**src/rtl/alu_ctrl_pkg.sv**
```systemverilog
// Shared ALU operation codes, MIPS opcode/funct constants and the decoded control bundle.
// Used by the ALU control stage, its decoder and the ALU itself.
package alu_ctrl_pkg;

  localparam logic [4:0] ALU_ADD = 5'b00000;
  localparam logic [4:0] ALU_OR  = 5'b00001;
  localparam logic [4:0] ALU_AND = 5'b00010;
  localparam logic [4:0] ALU_SUB = 5'b00110;
  localparam logic [4:0] ALU_SLT = 5'b00111;
  localparam logic [4:0] ALU_NOR = 5'b01100;
  localparam logic [4:0] ALU_XOR = 5'b01101;
  localparam logic [4:0] ALU_SRL = 5'b10000;
  localparam logic [4:0] ALU_SRA = 5'b11000;
  localparam logic [4:0] ALU_SLL = 5'b11001;

  localparam logic [5:0] OP_RTYPE = 6'h00;
  localparam logic [5:0] OP_BEQ   = 6'h04;
  localparam logic [5:0] OP_BNE   = 6'h05;
  localparam logic [5:0] OP_ADDI  = 6'h08;
  localparam logic [5:0] OP_ADDIU = 6'h09;
  localparam logic [5:0] OP_SLTI  = 6'h0A;
  localparam logic [5:0] OP_SLTIU = 6'h0B;
  localparam logic [5:0] OP_ANDI  = 6'h0C;
  localparam logic [5:0] OP_ORI   = 6'h0D;
  localparam logic [5:0] OP_XORI  = 6'h0E;
  localparam logic [5:0] OP_LUI   = 6'h0F;
  localparam logic [5:0] OP_LW    = 6'h23;
  localparam logic [5:0] OP_SW    = 6'h2B;

  localparam logic [5:0] FN_SLL  = 6'h00;
  localparam logic [5:0] FN_SRL  = 6'h02;
  localparam logic [5:0] FN_SRA  = 6'h03;
  localparam logic [5:0] FN_JR   = 6'h08;
  localparam logic [5:0] FN_ADD  = 6'h20;
  localparam logic [5:0] FN_ADDU = 6'h21;
  localparam logic [5:0] FN_SUB  = 6'h22;
  localparam logic [5:0] FN_SUBU = 6'h23;
  localparam logic [5:0] FN_AND  = 6'h24;
  localparam logic [5:0] FN_OR   = 6'h25;
  localparam logic [5:0] FN_XOR  = 6'h26;
  localparam logic [5:0] FN_NOR  = 6'h27;
  localparam logic [5:0] FN_SLT  = 6'h2A;
  localparam logic [5:0] FN_SLTU = 6'h2B;

  typedef struct packed {
    logic [4:0] aluconf;
    logic       sign;
    logic       src1_shamt;
    logic       src2_imm;
    logic       illegal;
  } alu_ctrl_t;

  localparam alu_ctrl_t CTRL_NONE    = '0;
  localparam alu_ctrl_t CTRL_ILLEGAL = '{aluconf: ALU_ADD, sign: 1'b0, src1_shamt: 1'b0,
                                         src2_imm: 1'b0, illegal: 1'b1};

  function automatic alu_ctrl_t mk_ctrl(input logic [4:0] conf, input logic sign,
                                        input logic shamt, input logic imm);
    return '{aluconf: conf, sign: sign, src1_shamt: shamt, src2_imm: imm, illegal: 1'b0};
  endfunction

endpackage

```
**src/rtl/alu_ctrl_dec.sv**
```systemverilog
// Purely combinational MIPS opcode/funct -> ALU control decode table.
module alu_ctrl_dec
  import alu_ctrl_pkg::*;
(
  input  logic [31:0] instr,
  output alu_ctrl_t   ctrl
);

  logic [5:0] opcode;
  logic [5:0] funct;

  assign opcode = instr[31:26];
  assign funct  = instr[5:0];

  always_comb begin
    ctrl = CTRL_ILLEGAL;
    case (opcode)
      OP_RTYPE: begin
        case (funct)
          FN_ADD, FN_ADDU, FN_JR: ctrl = mk_ctrl(ALU_ADD, 1'b1, 1'b0, 1'b0);
          FN_SUB, FN_SUBU:        ctrl = mk_ctrl(ALU_SUB, 1'b1, 1'b0, 1'b0);
          FN_AND:                 ctrl = mk_ctrl(ALU_AND, 1'b0, 1'b0, 1'b0);
          FN_OR:                  ctrl = mk_ctrl(ALU_OR,  1'b0, 1'b0, 1'b0);
          FN_XOR:                 ctrl = mk_ctrl(ALU_XOR, 1'b0, 1'b0, 1'b0);
          FN_NOR:                 ctrl = mk_ctrl(ALU_NOR, 1'b0, 1'b0, 1'b0);
          FN_SLT:                 ctrl = mk_ctrl(ALU_SLT, 1'b1, 1'b0, 1'b0);
          FN_SLTU:                ctrl = mk_ctrl(ALU_SLT, 1'b0, 1'b0, 1'b0);
          FN_SLL:                 ctrl = mk_ctrl(ALU_SLL, 1'b0, 1'b1, 1'b0);
          FN_SRL:                 ctrl = mk_ctrl(ALU_SRL, 1'b0, 1'b1, 1'b0);
          FN_SRA:                 ctrl = mk_ctrl(ALU_SRA, 1'b0, 1'b1, 1'b0);
          default:                ctrl = CTRL_ILLEGAL;
        endcase
      end
      // Loads, stores and lui all compute an address/sum with the immediate
      OP_ADDI, OP_ADDIU, OP_LW, OP_SW, OP_LUI:
                 ctrl = mk_ctrl(ALU_ADD, 1'b1, 1'b0, 1'b1);
      OP_ANDI:   ctrl = mk_ctrl(ALU_AND, 1'b0, 1'b0, 1'b1);
      OP_ORI:    ctrl = mk_ctrl(ALU_OR,  1'b0, 1'b0, 1'b1);
      OP_XORI:   ctrl = mk_ctrl(ALU_XOR, 1'b0, 1'b0, 1'b1);
      OP_SLTI:   ctrl = mk_ctrl(ALU_SLT, 1'b1, 1'b0, 1'b1);
      OP_SLTIU:  ctrl = mk_ctrl(ALU_SLT, 1'b0, 1'b0, 1'b1);
      OP_BEQ, OP_BNE:
                 ctrl = mk_ctrl(ALU_SUB, 1'b1, 1'b0, 1'b0);
      default:   ctrl = CTRL_ILLEGAL;
    endcase
  end

endmodule

```
**src/rtl/alu_ctrl_stage.sv**
```systemverilog
// ALU control pipeline stage: decodes ID instructions into registered EX controls.
// Define ALU_CTRL_SKID_EN to place a SKID_DEPTH-entry FIFO ahead of the output register.
module alu_ctrl_stage
  import alu_ctrl_pkg::*;
#(
  parameter int SKID_DEPTH = 2
) (
  input  logic        clk,
  input  logic        reset,
  input  logic        in_valid,
  output logic        in_ready,
  input  logic [31:0] in_instr,
  input  logic        flush,
  output logic        out_valid,
  input  logic        out_ready,
  output logic [4:0]  out_aluconf,
  output logic        out_sign,
  output logic        out_src1_shamt,
  output logic        out_src2_imm,
  output logic        out_illegal
);

  if (SKID_DEPTH < 1) begin : g_bad_depth
    $error("SKID_DEPTH must be at least 1");
  end

  alu_ctrl_t dec_ctrl;
  alu_ctrl_t out_ctrl_reg;
  logic      out_valid_reg;
  logic      out_load;
  logic      accept;

  alu_ctrl_dec u_dec (
    .instr (in_instr),
    .ctrl  (dec_ctrl)
  );

  assign out_load = !out_valid_reg || out_ready;
  assign accept   = in_valid && in_ready;

`ifdef ALU_CTRL_SKID_EN
  localparam int PTR_W = (SKID_DEPTH > 1) ? $clog2(SKID_DEPTH) : 1;
  localparam int CNT_W = $clog2(SKID_DEPTH + 1);

  alu_ctrl_t        fifo_mem [SKID_DEPTH];
  logic [PTR_W-1:0] wr_ptr_reg;
  logic [PTR_W-1:0] rd_ptr_reg;
  logic [CNT_W-1:0] count_reg;
  logic [CNT_W-1:0] count_next;
  logic             not_full_reg;
  logic             pop;
  logic             bypass;
  logic             push;

  function automatic logic [PTR_W-1:0] ptr_inc(input logic [PTR_W-1:0] p);
    return (p == PTR_W'(SKID_DEPTH - 1)) ? '0 : p + PTR_W'(1);
  endfunction

  // An empty FIFO lets a fresh decode go straight to the output register
  assign pop      = out_load && (count_reg != '0);
  assign bypass   = accept && out_load && (count_reg == '0);
  assign push     = accept && !bypass;
  assign in_ready = not_full_reg;

  always_comb begin
    count_next = count_reg;
    if (flush) begin
      count_next = '0;
    end else begin
      case ({push, pop})
        2'b10:   count_next = count_reg + CNT_W'(1);
        2'b01:   count_next = count_reg - CNT_W'(1);
        default: count_next = count_reg;
      endcase
    end
  end

  always_ff @(posedge clk) begin
    if (push && !flush) fifo_mem[wr_ptr_reg] <= dec_ctrl;
  end

  always_ff @(posedge clk or negedge reset) begin
    if (!reset) begin
      wr_ptr_reg    <= '0;
      rd_ptr_reg    <= '0;
      count_reg     <= '0;
      not_full_reg  <= 1'b0;
      out_valid_reg <= 1'b0;
      out_ctrl_reg  <= CTRL_NONE;
    end else begin
      count_reg    <= count_next;
      not_full_reg <= (int'(count_next) < SKID_DEPTH);
      if (flush) begin
        wr_ptr_reg    <= '0;
        rd_ptr_reg    <= '0;
        out_valid_reg <= 1'b0;
      end else begin
        if (push) wr_ptr_reg <= ptr_inc(wr_ptr_reg);
        if (pop) begin
          rd_ptr_reg    <= ptr_inc(rd_ptr_reg);
          out_ctrl_reg  <= fifo_mem[rd_ptr_reg];
          out_valid_reg <= 1'b1;
        end else if (bypass) begin
          out_ctrl_reg  <= dec_ctrl;
          out_valid_reg <= 1'b1;
        end else if (out_load) begin
          out_valid_reg <= 1'b0;
        end
      end
    end
  end
`else
  // Held low through reset so in_ready only rises on the first edge after release
  logic alive_reg;

  assign in_ready = alive_reg && out_load;

  always_ff @(posedge clk or negedge reset) begin
    if (!reset) begin
      alive_reg     <= 1'b0;
      out_valid_reg <= 1'b0;
      out_ctrl_reg  <= CTRL_NONE;
    end else begin
      alive_reg <= 1'b1;
      if (flush) begin
        out_valid_reg <= 1'b0;
      end else if (out_load) begin
        out_valid_reg <= accept;
        if (accept) out_ctrl_reg <= dec_ctrl;
      end
    end
  end
`endif

  assign out_valid      = out_valid_reg;
  assign out_aluconf    = out_ctrl_reg.aluconf;
  assign out_sign       = out_ctrl_reg.sign;
  assign out_src1_shamt = out_ctrl_reg.src1_shamt;
  assign out_src2_imm   = out_ctrl_reg.src2_imm;
  assign out_illegal    = out_ctrl_reg.illegal;

endmodule

```
**config.mk**
```make
export PLATFORM = sky130hd
export DESIGN_NAME = alu_ctrl_stage
export DESIGN_NICKNAME = d
export VERILOG_FILES = /design/src/rtl/alu_ctrl_pkg.sv /design/src/rtl/alu_ctrl_dec.sv /design/src/rtl/alu_ctrl_stage.sv
export SDC_FILE = /design/constraint.sdc
export NUM_CORES = 1
export LEC_CHECK = 0
export ABC_AREA = 1
export CORE_MARGIN = 5
export CORE_UTILIZATION = 39
export CTS_CLUSTER_DIAMETER = 100
export CTS_CLUSTER_SIZE = 10
export DETAILED_ROUTE_END_ITERATION = 10
export PLACE_DENSITY = 0.88
export SLEW_MARGIN = 40
export SYNTH_ARGS = -nofsm -noshare
export SYNTH_HDL_FRONTEND = slang
export SYNTH_SLANG_ARGS = --single-unit
```
**constraint.sdc**
```tcl
create_clock -name clk -period 3.3 [get_ports clk]
set_clock_uncertainty 0.15 [all_clocks]
set_input_delay 0.495 -clock clk [delete_from_list [all_inputs] [get_ports clk]]
set_output_delay 0.495 -clock clk [all_outputs]
set_load 0.01 [all_outputs]
```
* After elaboration in Yosys (flattened, before gate mapping)
Memory sizes are Yosys's and may differ from the RTL's.
Cells that the tools add are included.
** Storage, ports and cells
- Bits in read-only memories :: 512
- Bits in writable memories :: 0
- Memories :: 1
- Word-level logic and storage cells :: 33
- Output and inout bits :: 11
- Latch bits :: 0
- Flip-flop bits (word level) :: 11
** Operators by class
- Bitwise logic cells :: 1
- Muxes and demuxes :: 3
- $add $sub $neg :: 0
- Shift operators :: 0
- Reduce and logical (&&, ||, !) cells :: 9
- Div/mod/pow operators :: 0
- Magnitude comparators :: 0
- Equality and inequality tests :: 12
- Multipliers :: 0
** Memories
- (no name shown) :: words 64, width 8, read ports 1, clocked after Yosys merged registers in 0, write ports 0, line alu_ctrl_dec.sv:19 : case (funct)
** Operators by type and width (count)
- $pmux W9 S8 :: 1
- $eq A6 B4 Y1 const B :: 8
- $eq A6 B3 Y1 const B :: 2
- $eq A6 B6 Y1 const B :: 2
- $logic_not A6 Y1 :: 1
- $reduce_or A5 Y1 :: 1
- $reduce_and A3 Y1 :: 1
- $logic_and A1 B1 Y1 :: 2
- $mux W1 :: 2
- $reduce_bool A2 Y1 :: 1
- $reduce_or A2 Y1 :: 1
- $logic_not A1 Y1 :: 1
- $logic_or A1 B1 Y1 :: 1
- $not A1 Y1 :: 1

* Longest topological paths before layout
- Word-level depth :: 6
- Gate-level depth with buffers :: 10

* By module
From an unflattened synthesis, not the netlist that was laid out.
** Unflattened totals
- Cell total of the unflattened synthesis :: 131
- Area total of the unflattened synthesis :: 959.7 µm²
** Modules (own cells, without submodules)
- alu_ctrl_dec :: area each 480.5 µm², cells each 83, times used 1
- alu_ctrl_stage :: area each 479.2 µm², cells each 48, times used 1

* Least setup slack after synthesis
Ideal clock, no wire load.
- Path kind :: input to register
- Start :: input port in_instr[0]
- End :: register out_ctrl_reg, in the netlist out_aluconf[0]
- Slack :: 1.806 ns
- Stages on the path :: 8
- Arrival :: 1.228 ns
- Setup time :: 0.116 ns
- Cells stage by stage :: inv_1 > ha_1 > a21oi_1 > o21ai_0 > nand2_1 > nand3_1 > nand2_1 > nand2_1
** On the way
- Longest elaborated chain between the ends :: 2
** RTL lines
- start, declared :: line alu_ctrl_stage.sv:12 : input logic [31:0] in_instr,
- $mem_v2 Z64 W8
- $pmux W9 S8 :: line alu_ctrl_dec.sv:17 : case (opcode)
- end signal, assigned :: line alu_ctrl_stage.sv:129 : if (accept) out_ctrl_reg <= dec_ctrl;
- end, declared :: line alu_ctrl_stage.sv:28 : alu_ctrl_t out_ctrl_reg;
No other way between the ends.
A chain may end at the register's enable or synchronous reset.

* Final worst setup path
- Start :: input port out_ready
- End :: output port in_ready
** On the way
- Longest elaborated chain between the ends :: 2
** RTL lines
- start, declared :: line alu_ctrl_stage.sv:15 : input logic out_ready,
- $logic_or A1 B1 Y1 :: line alu_ctrl_stage.sv:38 : assign out_load = !out_valid_reg || out_ready;
- $logic_and A1 B1 Y1 :: line alu_ctrl_stage.sv:116 : assign in_ready = alive_reg && out_load;
- end, declared :: line alu_ctrl_stage.sv:11 : output logic in_ready,
No other way between the ends.

==> qor.yml <==
grt_pass1_vias: 821
rrSetupSlack_ns: 1.88
finalHoldViolCount: 0
htreeDepth: 1
critPathRequiredTime_ns: 2.65
ys_async_sr_fraction_pct: 100
synth_top_area_share_pct: 31.9
finalMaxSlewViolations: 0
clk_latency_ns: 0.26
die_h_um: 54.9
crit_path_top_delay_cell: "clkdlybuf4s50_1"
io_pins: 48
clock-sinks: 10
dp_cells: 172
cts_buffers: 3
dp_hpwl_um: 1680
worstHoldStart: "out_aluconf[0]"
reg2reg_depth: 8
instances_no_fill: 176
worstSetupPathType: "input port to output port"
yosysWarnings: 0
crit_path_start_kind: "input port"
cp_max_fo: 2
ctsHoldBuffers: 0
ys.flop_type: "dfrtp_1"
layout-drive-gt1-share_pct: 8.05
crit_start: "out_ready"
remaining_drc_errors: 0
antenna_found_initial: 0
synth_cell_types: 19
r2r_end: "out_aluconf[2]"
synth_area_leaders: "dfrtp_1, nand2_1, nand3_1"
via_per_inst: 4.93
min_path_cells: 2
antennaDiodeCount: 0
nets: 190
syn_to_final_growth_pct: 42.4
cts-resized-gates: 0
drtAntennaViolNets: 0
yosysTopAreaCell: "dfrtp_1"
first_pass_iters: 4
min_to: "out_aluconf[0]"
wl_per_cell_um: 11.3
cpPeakStageDelay_ns: 0.52
post-cts-setup-buffer-count: 0
powerDensity_nw_per_um2: 311
die_w_um: 54.9
end_kind: "output port"
grt_usage_pct: 15.1
placed_cell_area_um2: 1080
gp_congestion: 0.857
grt_pass1_wl_um: 3340
largest_reg_flops: 5
synthCells: 119
hold_class: "register to register"
fin_crit_ns: 2.33
synth_edf_count: 0
clk_pin_slew_ns: 0.06
clock_path_buffers: 2
synth.avg_cell_area_um2: 6.59
start_util_pct: 40.4
maxCapViolCount: 0
overflow: 0
totalWireLength_um: 1990
synthesis.area_um2: 785
worstPathArrival_ns: 1.69
fin_crit_sh_pct: 70.6
ys_ff_latch: 10
path_delay_family: "buffers and inverters"
fin_setup_tns_ns: 0
p_leak_nw: 0.566
rsz0062_at_grt: "no"
path_cells: "clkdlybuf4s50_1 > inv_1 > nand2_1 > nand2_1 > inv_2 > clkdlybuf4s50_1"
ys_seq_area_share_pct: 31.9
peakVddDrop_uv: 120
die_area_um2: 3010
port_buffers: 27
yosysMostFrequentCell: "nand2_1"
max_freq_mhz: 429
synth_commonest_cells: "nand2_1, nand3_1, inv_1, dfrtp_1, nor2_1"
cts_tree: "yes"
final_area_um2: 1120
first_iter_violations: 18
row_count: 16
holdWs_ns: 0.327
finalSetupViolCount: 0
syn_nets: 159
r2r_start: "out_valid"
coreArea_um2: 1940
vias: 868
root_buffer: "clkbuf_4"
status: "finished clean"
path_buf_inv: 4
post-route-util_pct: 57.5
grt_max_degree: 11
[routing by layer]
metal,vias up,part of all wire [%],GRT usage (%)
li1,448,-,-
met2,29,51,28.1
met4,0,0.40,5.39
met5,-,0,0
met1,389,41,17.2
met3,2,7.0,2.18
[placed cells by master (no fill, tap or decap)]
cell type        count
inv_1               11
nand3_1             14
conb_1               1
clkdlybuf4s50_1     27
ha_1                 3
nand3_4              1
nand3b_1             2
clkbuf_4             3
nand2_1             42
nor2_2               2
nand4_1              2
o21ai_0              7
o21ai_1              1
nor2_1               8
nor2_4               3
o211ai_1             1
a21oi_1              4
nor3_1               4
inv_2                2
dfrtp_1             10
clkbuf_8             1
[power by group]
group	internal, mW	leakage [nW]	switching (mW)
Clock	0.0669	0.0210	0.0407
Sequential	0.133	0.131	0.00553
Combinational	0.0511	0.414	0.0504
[worst register-to-register path: cells and delay by family (launching register included)]
kind / cells / cell delay (ns)
simple gates: 5 / 0.53
flops: 1 / 0.38
buf+inv: 2 / 0.17
compound gates: 1 / 0.07
[per-stage QoR]
| stage | total power, mW | setup WS (ns) |
|---|---|---|
| CTS | 0.351 | 0.963 |
| detailed placement | 0.243 | 0.971 |
| finish | 0.348 | 0.970 |
| global placement | 0.239 | 0.978 |
| floorplan | 0.183 | 1.81 |
| global route | 0.369 | 0.877 |
[cell type report]
cell class,instances,area (µm²)
multi-input combinational,95,478
tap,27,33.8
inverter,13,48.8
sequential,10,250
clock buffer,4,36.3
fill,190,825
timing repair buffer,27,270
[cells by family (layout without fill, tap and decap cells)]
group	Yosys count	after routing	synth area share (%)
AOI/OAI and AO/OA	13	13	8.61
adders and majority gates	3	3	4.79
buffers and inverters	14	44	7.18
DFF	10	10	31.9
other	1	1	0.478
and+or+nand+nor	78	78	47.0
[how the worst max path moves through the flow]
stage	end	slack [ns]	cells past startpoint
floorplan	out_aluconf[0]	1.81	8
global placement	in_ready	0.98	6
detailed placement	in_ready	0.97	6
CTS	in_ready	0.96	6
global route	in_ready	0.88	6
finish	in_ready	0.97	6
Power figures use the tool's default switching activity.
